<file path="config.mk">
export PLATFORM = sky130hd
export DESIGN_NAME = lstm_cell_seq
export DESIGN_NICKNAME = d
export VERILOG_FILES = /design/src/rtl/lstm_pkg.sv /design/src/rtl/lstm_elem_unit.sv /design/src/rtl/lstm_cell_seq.sv
export SDC_FILE = /design/constraint.sdc
export NUM_CORES = 1
export LEC_CHECK = 0
export CORE_ASPECT_RATIO = 0.5
export CORE_UTILIZATION = 55
export DETAILED_ROUTE_END_ITERATION = 16
export GPL_TIMING_DRIVEN = 0
export PLACE_DENSITY = 0.78
export RECOVER_POWER = 50
export SYNTH_ARGS = -nofsm -noshare
export SYNTH_HDL_FRONTEND = slang
export SYNTH_SLANG_ARGS = --single-unit
</file>
<file path="constraint.sdc">
create_clock -name sys_clk -period 28.8 [get_ports sys_clk]
set_input_delay 2.88 -clock sys_clk [delete_from_list [all_inputs] [get_ports sys_clk]]
set_output_delay 2.88 -clock sys_clk [all_outputs]
set_load 0.02 [all_outputs]
</file>
<file path="src/rtl/lstm_pkg.sv">
// Shared types and fixed-point helpers for the sequential LSTM cell.
package lstm_pkg;

  typedef enum logic [1:0] {
    IDLE,
    CALC,
    DONE,
    SER
  } state_t;

  function automatic int one_of(input int frac);
    return 1 << frac;
  endfunction

  function automatic int clamp(input int x, input int lo, input int hi);
    if (x < lo) return lo;
    if (x > hi) return hi;
    return x;
  endfunction

  function automatic int hsig(input int x, input int frac);
    return clamp((x >>> 2) + one_of(frac) / 2, 0, one_of(frac));
  endfunction

  function automatic int htanh(input int x, input int frac);
    return clamp(x, -one_of(frac), one_of(frac));
  endfunction

endpackage

</file>
<file path="src/rtl/lstm_elem_unit.sv">
// Combinational single-element LSTM datapath.
// LSTM_SAT_EN: saturate the cell-state sum instead of wrapping it.
module lstm_elem_unit #(
  parameter int E = 8,
  parameter int F = 6
) (
  input  logic signed [E-1:0] wi,
  input  logic signed [E-1:0] wg,
  input  logic signed [E-1:0] wf,
  input  logic signed [E-1:0] wo,
  input  logic signed [E-1:0] c_prev,
  output logic signed [E-1:0] c_new,
  output logic signed [E-1:0] h_new
);
  import lstm_pkg::*;

  localparam int W = 2 * E;

  logic signed [E-1:0] i, g, f, o, ct;
  logic signed [W-1:0] fc, ig, oh;
  logic signed [E:0]   sum;

  assign i = E'(hsig(int'(wi), F));
  assign f = E'(hsig(int'(wf), F));
  assign o = E'(hsig(int'(wo), F));
  assign g = E'(htanh(int'(wg), F));

  assign fc  = W'(f) * W'(c_prev);
  assign ig  = W'(i) * W'(g);
  assign sum = (E+1)'(fc >>> F) + (E+1)'(ig >>> F);

`ifdef LSTM_SAT_EN
  always_comb begin
    c_new = E'(sum);
    if (sum[E] != sum[E-1])
      c_new = sum[E] ? {1'b1, {(E-1){1'b0}}}
                     : {1'b0, {(E-1){1'b1}}};
  end
`else
  assign c_new = E'(sum);
`endif

  // htanh(c) and o are both bounded by ONE, so h never overflows E bits
  assign ct    = E'(htanh(int'(c_new), F));
  assign oh    = W'(o) * W'(ct);
  assign h_new = E'(oh >>> F);

endmodule

</file>
<file path="src/rtl/lstm_cell_seq.sv">
// Sequential LSTM cell: one element per cycle, serial h read-out.
// Optional macro LSTM_SAT_EN selects saturating cell-state reduction.
module lstm_cell_seq #(
  parameter int FEATURES     = 4,
  parameter int ELEMENT_BITS = 8,
  parameter int FRAC_BITS    = 6
) (
  input  logic                           sys_clk,
  input  logic                           reset,
  input  logic                           in_valid,
  output logic                           in_ready,
  input  logic [FEATURES*ELEMENT_BITS-1:0] wi_xt,
  input  logic [FEATURES*ELEMENT_BITS-1:0] wg_xt,
  input  logic [FEATURES*ELEMENT_BITS-1:0] wf_xt,
  input  logic [FEATURES*ELEMENT_BITS-1:0] wo_xt,
  input  logic                           read_output,
  output logic [ELEMENT_BITS-1:0]        h_curr_ser,
  output logic                           h_ser_valid,
  output logic                           done_wr,
  output logic                           busy
);
  import lstm_pkg::*;

  localparam int E  = ELEMENT_BITS;
  localparam int CW = (FEATURES > 1) ? $clog2(FEATURES) : 1;

  typedef logic [FEATURES-1:0][E-1:0] vec_t;

  state_t state, state_nx;
  logic [CW-1:0] cnt, cnt_nx;
  vec_t wi_q, wg_q, wf_q, wo_q, c_q, h_q;
  logic signed [E-1:0] c_new, h_new;
  logic [E-1:0] h_hold;
  logic last, latch, c_we;

  assign last = (cnt == CW'(FEATURES - 1));

  lstm_elem_unit #(
    .E (E),
    .F (FRAC_BITS)
  ) u_elem (
    .wi     (wi_q[cnt]),
    .wg     (wg_q[cnt]),
    .wf     (wf_q[cnt]),
    .wo     (wo_q[cnt]),
    .c_prev (c_q[cnt]),
    .c_new  (c_new),
    .h_new  (h_new)
  );

  always_comb begin
    state_nx    = state;
    cnt_nx      = cnt;
    in_ready    = 1'b0;
    busy        = 1'b1;
    done_wr     = 1'b0;
    h_ser_valid = 1'b0;
    latch       = 1'b0;
    c_we        = 1'b0;
    unique case (state)
      IDLE: begin
        in_ready = 1'b1;
        busy     = 1'b0;
        if (in_valid) begin
          latch    = 1'b1;
          cnt_nx   = '0;
          state_nx = CALC;
        end else if (read_output) begin
          cnt_nx   = '0;
          state_nx = SER;
        end
      end
      CALC: begin
        c_we = 1'b1;
        if (last) state_nx = DONE;
        else      cnt_nx   = cnt + 1'b1;
      end
      DONE: begin
        done_wr  = 1'b1;
        state_nx = IDLE;
      end
      SER: begin
        h_ser_valid = 1'b1;
        if (last) state_nx = IDLE;
        else      cnt_nx   = cnt + 1'b1;
      end
      default: state_nx = IDLE;
    endcase
    h_curr_ser = h_ser_valid ? h_q[cnt] : h_hold;
  end

  always_ff @(posedge sys_clk or posedge reset) begin
    if (reset) begin
      state  <= IDLE;
      cnt    <= '0;
      wi_q   <= '0;
      wg_q   <= '0;
      wf_q   <= '0;
      wo_q   <= '0;
      c_q    <= '0;
      h_q    <= '0;
      h_hold <= '0;
    end else begin
      state <= state_nx;
      cnt   <= cnt_nx;
      if (latch) begin
        wi_q <= wi_xt;
        wg_q <= wg_xt;
        wf_q <= wf_xt;
        wo_q <= wo_xt;
      end
      if (c_we) begin
        c_q[cnt] <= c_new;
        h_q[cnt] <= h_new;
      end
      if (h_ser_valid) h_hold <= h_q[cnt];
    end
  end

endmodule
</file>
==> results by group, run 1 <==
Timing
  • Pins Over Slew Limit: 183
  • RSZ-0062 raised after global routing: false
  • Slew at the pin closest to its max-slew limit: 6.802 ns
  • Slew margin rel.: -3.535
  • Min Tclk post-route: 13.97 ns
  • Fmax: 71.59 MHz
  • Final setup TNS: 0 ns
  • Period utilization: 0.4850
  • Final Setup Violations: 0
  • Worst clock skew: 0.01390 ns
  • Fin. Hold Viols: 0

CTS
  • Clock sink count: 180
  • CTS Buf Count: 17
  • Clock tree buffer depth: 2
  • PostCTS Resize Cnt: 0
  • CTS tree: yes
  • Clk Latency, worst-skew pair: 0.45 ns
  • Root Buffer: clkbuf_16
  • Clock Pin Slew Worst Setup and Hold Paths: 0.08 ns
  • Cts hold-fix bufs: 0
  • Post-CTS Setup Inserts: 0
  • H-tree levels: 4

Worst setup path
  • CP Launch Type: flop
  • Cell family with the largest share of critical-path delay: adder cells
  • Nature of the critical path endpoint: flop
  • Critical-path top delay cell: clkbuf_1
  • Most frequent CP cell: fa_1
  • Setup CP Type: reg2reg
  • Setup slack, reg-to-reg: 14.83 ns
  • Reg2reg path depth: 41
  • RR Startpoint: cnt[1]
  • Critical Path Max Stage Delay: 0.81 ns
  • Buf+Inv Stages, Crit Path: 9
  • Worst EP required: 29.18 ns
  • Crit-path max FO: 10
  • CP Data Arrival Time: 14.35 ns
  • RR Endpoint: h_q[31]

Cells and area
  • Share of cells above drive strength 1: 0.1494
  • Filler instances: 1620
  • Total Nets Final: 1562
  • Area growth, synth to finish: 17.58%

Die
  • Num rows: 38
  • Core ar.: 21970 um^2
  • Initial Util: 0.5686
  • Die W: 215.1 um
  • Die H: 108.6 um
  • Ports: 144
  • Die Area: 23350 um^2

Drt
  • Final WL: 29320 um
  • Average vias per placed instance: 5.619
  • Post-route DRC: 0
  • Starting DRT DRC Count: 580
  • 1st-pass router iterations: 5
  • Routed WL per cell: 18.81 um
  • Vias: 8760
  • DRT antenna net count: 0

Global routing
  • Initial antenna violation count: 1
  • Total global routing overflow: 0
  • Largest net degree at the start of global routing: 131
  • First-pass GRT wire length: 48790 um
  • Vias in the first global route: 9495
  • Total track usage: 0.2742

Synth
  • EDFF count, synth: 0
  • Synth Net Count: 1423
  • Dominant synthesized flop cell: dfrtp_1
  • Post-synth top area share: 0.3606
  • Main area contributors after synthesis: dfrtp_1 36%, ha_1 12%, fa_1 11%
  • Synth Cell Area: 12490 um^2
  • Synth warn: 0
  • Share of synthesized registers carrying an async set or reset: 1.000
  • Post-synth cell types: 46
  • Gate Count Post-Synth: 1106
  • Register area share after synthesis: 0.3606
  • Avg Inst Size Synth: 11.29 um^2
  • Register bit total from synthesis: 180
  • Post-synth top area cell: dfrtp_1

Run status
  • Failing checks: capacitance limit, slew limit
  • Status: finished, violations left

Hold path
  • Hold Path Class: reg2reg
  • Hold Path Cell Cnt: 2
  • Hold_sp: h_q[16]
  • Hold Path Sink: h_q[16]

Placement
  • IO Port Bufs: 119
  • DP HPWL: 22740 um
  • Final Wtd Congestion: 0.8801

Job
  • Maxcap violations: 2
layer usage:
| metal | up-vias | share of wire | routed length (um) | GRT usage |
|---|---|---|---|---|
| met1 | 4463 | 0.42 | 12290 | 0.3472 |
| li1 | 4024 | - | - | - |
| met2 | 224 | 0.51 | 14810 | 0.4838 |
| met4 | 0 | 0.021 | 603 | 0.08764 |
| met5 | - | 0 | 0 | 0 |
| met3 | 49 | 0.055 | 1611 | 0.04923 |
worst max-delay path by stage:
stage | start | end | slack [ns] | cells after the start
floorplan | cnt[0] | h_q[15] | 17.08 | 43
CTS | cnt[1] | h_q[31] | 14.90 | 42
detailed placement | cnt[1] | h_q[31] | 15.00 | 41
global placement | cnt[1] | h_q[31] | 15.19 | 41
finish | cnt[1] | h_q[31] | 14.83 | 41
global route | cnt[1] | h_q[23] | 14.20 | 41
cell families (layout without fill, tap and decap cells):
family	Yosys count	count (layout)	synth area share
DFF	180	180	0.3606
other	0	1	0
adders and majority gates	185	185	0.2274
buffers and inverters	156	308	0.04718
and+or+nand+nor	273	273	0.1061
AOI/OAI and AO/OA	119	119	0.05390
muxes	161	161	0.1782
xor gates and xnor gates	32	32	0.02655
flip-flops by register name, summed over array words and instances, names as in the netlist:
register and cells:
wi_q 24, wo_q 24, h_hold 8, state 2, c_q 32, wg_q 32, wf_q 24, cnt 2
h_q 32
cell type report:
cell class                      count  area (um^2)  share of cell area
Inverter                          118        444.2             0.03025
Tap cell                          300        375.4             0.02556
Multi-Input combinational cell    770         7396              0.5036
Clock buffer                       18        439.2             0.02991
Sequential cell                   180         4504              0.3067
Buffer                             38        146.4            0.009968
Antenna cell                        1        2.502           0.0001704
Timing Repair Buffer              120         1195             0.08137
Clock inverter                     14        182.7             0.01244
synth_stat cells, types with 20 or more instances:
| library cell | number |
|---|---|
| and2_1 | 40 |
| fa_1 | 70 |
| ha_1 | 115 |
| nor2_1 | 46 |
| nor3_1 | 22 |
| mux4_2 | 37 |
| o21ai_1 | 20 |
| o21ai_0 | 56 |
| clkbuf_1 | 27 |
| nor2b_1 | 25 |
| mux2_2 | 113 |
| inv_1 | 116 |
| nand2_1 | 103 |
| dfrtp_1 | 180 |
stage by stage:
| step | instances | util | worst slack (ns) | hold slack (ns) | instance area, um^2 |
|---|---|---|---|---|---|
| 2_1_floorplan | 1106 | - | 17.08 | 0.4446 | 12490 |
| 3_3_place_gp | 1525 | 0.6399 | 15.19 | 0.4578 | 14060 |
| 3_5_place_dp | 1526 | 0.6415 | 15.00 | 0.4675 | 14090 |
| 4_1_cts | 1558 | 0.6698 | 14.90 | 0.4849 | 14710 |
| 5_1_grt | 1559 | 0.6685 | 14.20 | 0.5028 | 14690 |
| 6_report | 1559 | 0.6685 | 14.83 | 0.4805 | 14690 |
cells in the final DEF (no fill, tap or decap), types with 29 or more instances in the layout:
cell type and n:
dfrtp_1 180, clkdlybuf4s50_1 117, inv_1 115, ha_1 115, mux2_2 110, nand2_1 103, fa_1 70, o21ai_0 56
nor2_1 46, and2_1 40, mux4_2 37, clkbuf_1 29
tightest hold or removal path, delay by kind of cell, from the launching register on:
kind	cells	cell delay, ns
compound gates	1	0.06
flops	1	0.34
simple gates	1	0.04
Power of run 1 is left out: the tool's default activity adds up to more than one toggle a clock period on the data nets, which glitch-free logic cannot reach.
==> inputs of run 2 (changes only) <==
--- a/config.mk
+++ b/config.mk
@@ -6,7 +6,7 @@
 export NUM_CORES = 1
 export LEC_CHECK = 0
 export CORE_ASPECT_RATIO = 0.5
-export CORE_UTILIZATION = 55
+export CORE_UTILIZATION = 52
 export DETAILED_ROUTE_END_ITERATION = 16
 export GPL_TIMING_DRIVEN = 0
 export PLACE_DENSITY = 0.78
==> constraint.sdc (replaced) <==
create_clock -name sys_clk -period 11.3 [get_ports sys_clk]
set_input_delay 1.13 -clock sys_clk [delete_from_list [all_inputs] [get_ports sys_clk]]
set_output_delay 1.13 -clock sys_clk [all_outputs]
set_load 0.02 [all_outputs]
==> results by group, run 2 (synthesized netlist as in run 1, its figures left out) <==
CTS
  • Clock Pin Slew Worst Setup and Hold Paths: 0.08 ns (about the same)
  • Clock tree buffer depth: 2 (unchanged)
  • Cts hold-fix bufs: 0 (unchanged)
  • H-tree levels: 4 (unchanged)
  • Root Buffer: clkbuf_16
  • CTS Buf Count: 17 (unchanged)
  • Clock sink count: 180 (unchanged)
  • CTS tree: yes
  • Clk Latency, worst-skew pair: 0.46 ns (about the same)

Cells and area
  • Most frequent cells in the layout: 178 x dfrtp_1, 117 x clkdlybuf4s50_1, 113 x mux2_2
  • Filler instances: 1634 (+0.86%)
  • Area growth, synth to finish: 22.86%
  • Commonest non-fill, non-tap cell in the layout: dfrtp_1
  • Area of the multi-input gates: 7699 um^2 (+4.1%)
  • Regs by FF count: c_q x32, h_q x32, wg_q x32
  • Total Nets Final: 1590 (+1.8%)
  • FF+latch area: 4507 um^2 (about the same)
  • Share of cells above drive strength 1: 0.2146 (+0.06518)

Die
  • Num rows: 39 (+2.6%)
  • Die W: 221.2 um (+2.8%)
  • Core ar.: 23180 um^2 (+5.5%)
  • Initial Util: 0.5388 (-0.02974)
  • Ports: 144 (unchanged)
  • Die Area: 24680 um^2 (+5.7%)
  • Die H: 111.6 um (+2.8%)

Worst setup path
  • RR Startpoint: cnt[0]
  • Nature of the critical path endpoint: flop
  • Setup slack, reg-to-reg: 0.09 ns (-14.74 ns)
  • Buf+Inv Stages, Crit Path: 9 (unchanged)
  • RR Endpoint: h_q[31]
  • Critical Path Max Stage Delay: 0.57 ns (-0.24 ns)
  • Worst EP required: 11.69 ns (-17.49 ns)
  • Crit-path max FO: 6 (-4)
  • CP Data Arrival Time: 11.60 ns (-2.75 ns)
  • Cell family with the largest share of critical-path delay: adder cells
  • Most frequent CP cell: fa_1
  • Critical-path top delay cell: mux4_2
  • Reg2reg path depth: 47 (+15%)
  • Crit. path cell count: 47 (+15%)
  • CP Launch Type: flop
  • Setup CP Type: reg2reg

Timing
  • Worst clock skew: 0.01528 ns (+0.001384 ns)
  • Period utilization: 0.9921 (+0.5071)
  • Fmax: 89.20 MHz (+25%)
  • Fin. Hold Viols: 0 (unchanged)
  • Min Tclk post-route: 11.21 ns (-2.758 ns)
  • Slew at the pin closest to its max-slew limit: 2.003 ns (-4.799 ns)
  • Slew margin rel.: -0.3425 (+3.192)
  • Worst hold margin: 0.4850 ns (+0.004510 ns)
  • Pins Over Slew Limit: 44 (-76%)
  • RSZ-0062 raised after global routing: true
  • Final Setup Violations: 0 (unchanged)

Placement
  • Final Wtd Congestion: 0.8652 (-1.7%)
  • IO Port Bufs: 119 (unchanged)
  • DP HPWL: 22850 um (+0.51%)

Global routing
  • Initial antenna violation count: 1 (unchanged)
  • Vias in the first global route: 9920 (+4.5%)
  • Total global routing overflow: 0 (unchanged)
  • Total track usage: 0.2668 (-0.007417)
  • Largest net degree at the start of global routing: 138 (+5.3%)
  • First-pass GRT wire length: 50920 um (+4.4%)

Drt
  • Vias: 9114 (+4.0%)
  • Average vias per placed instance: 5.718 (+1.8%)
  • DRT antenna net count: 0 (unchanged)
  • Starting DRT DRC Count: 546 (-5.9%)
  • Post-route DRC: 0 (unchanged)
  • 1st-pass router iterations: 7 (+2)
  • Final WL: 31390 um (+7.1%)
  • Routed WL per cell: 19.69 um (+4.7%)

Hold path
  • Hold Path Cell Cnt: 2 (unchanged)
  • Hold Path Class: reg2reg
  • Hold_sp: c_q[21]
  • Hold Path Sink: c_q[21]

Run status
  • Status: finished, violations left
  • Failing checks: capacitance limit, slew limit

Job
  • Maxcap violations: 1 (-1)
[run 2: worst max path at each step]
stage | startpoint | to | slack (ns)
CTS | cnt[0] | h_q[15] | 0.007
floorplan | cnt[0] | h_q[15] | 0.02
detailed placement | cnt[1] | h_q[23] | -1.71
global route | cnt[0] | h_q[31] | -0.31
global placement | cnt[1] | h_q[23] | -1.60
finish | cnt[0] | h_q[31] | 0.09
[run 2: timing repair]
action,in CTS,in global routing
buffers inserted,15,15
pin swaps,10,36
gates cloned,0,1
setup endpoints to repair,32,28
gates resized for setup,45,49
[run 2: area by class of cell]
cell class | instances | share of cell area
tap | 307 | 0.02503
clock buffer | 18 | 0.02797
multi-input combinational | 770 | 0.5017
antenna | 1 | 0.0001631
buffer | 38 | 0.01639
inverter | 118 | 0.02895
sequential | 180 | 0.2937
clock inverter | 14 | 0.01076
timing repair buffer | 148 | 0.09532
[run 2: worst reg2reg max path, delay by kind of cell, from the launching register on]
kind,cells,cell delay (ns)
adders and majority gates,11,4.35
xor gates and xnor gates,5,1.25
and+or+nand+nor,10,1.48
AOI/OAI and AO/OA,10,2.00
buffers and inverters,9,0.74
DFF,1,0.41
muxes,2,0.93
[run 2: per-stage QoR]
| stage | area (um^2) | utilization | setup slack [ns] | instances | TNS, ns |
|---|---|---|---|---|---|
| floorplan | 12510 | - | 0.02411 | 1106 | 0 |
| global placement | 14080 | 0.6076 | -1.600 | 1532 | -29.06 |
| detailed placement | 14120 | 0.6091 | -1.707 | 1533 | -34.28 |
| CTS | 15030 | 0.6483 | 0.006734 | 1580 | 0 |
| global route | 15340 | 0.6620 | -0.3069 | 1594 | -2.856 |
| finish | 15340 | 0.6620 | 0.08872 | 1594 | 0 |
[run 2: routing by layer]
metal	vias to the layer above	routed length, um	GRT usage
li1	4066	-	-
met1	4678	12810	0.3353
met2	286	15850	0.4629
met3	84	1609	0.04645
met4	0	1117	0.1054
met5	-	0	0
Power of run 2 is left out for the same reason.
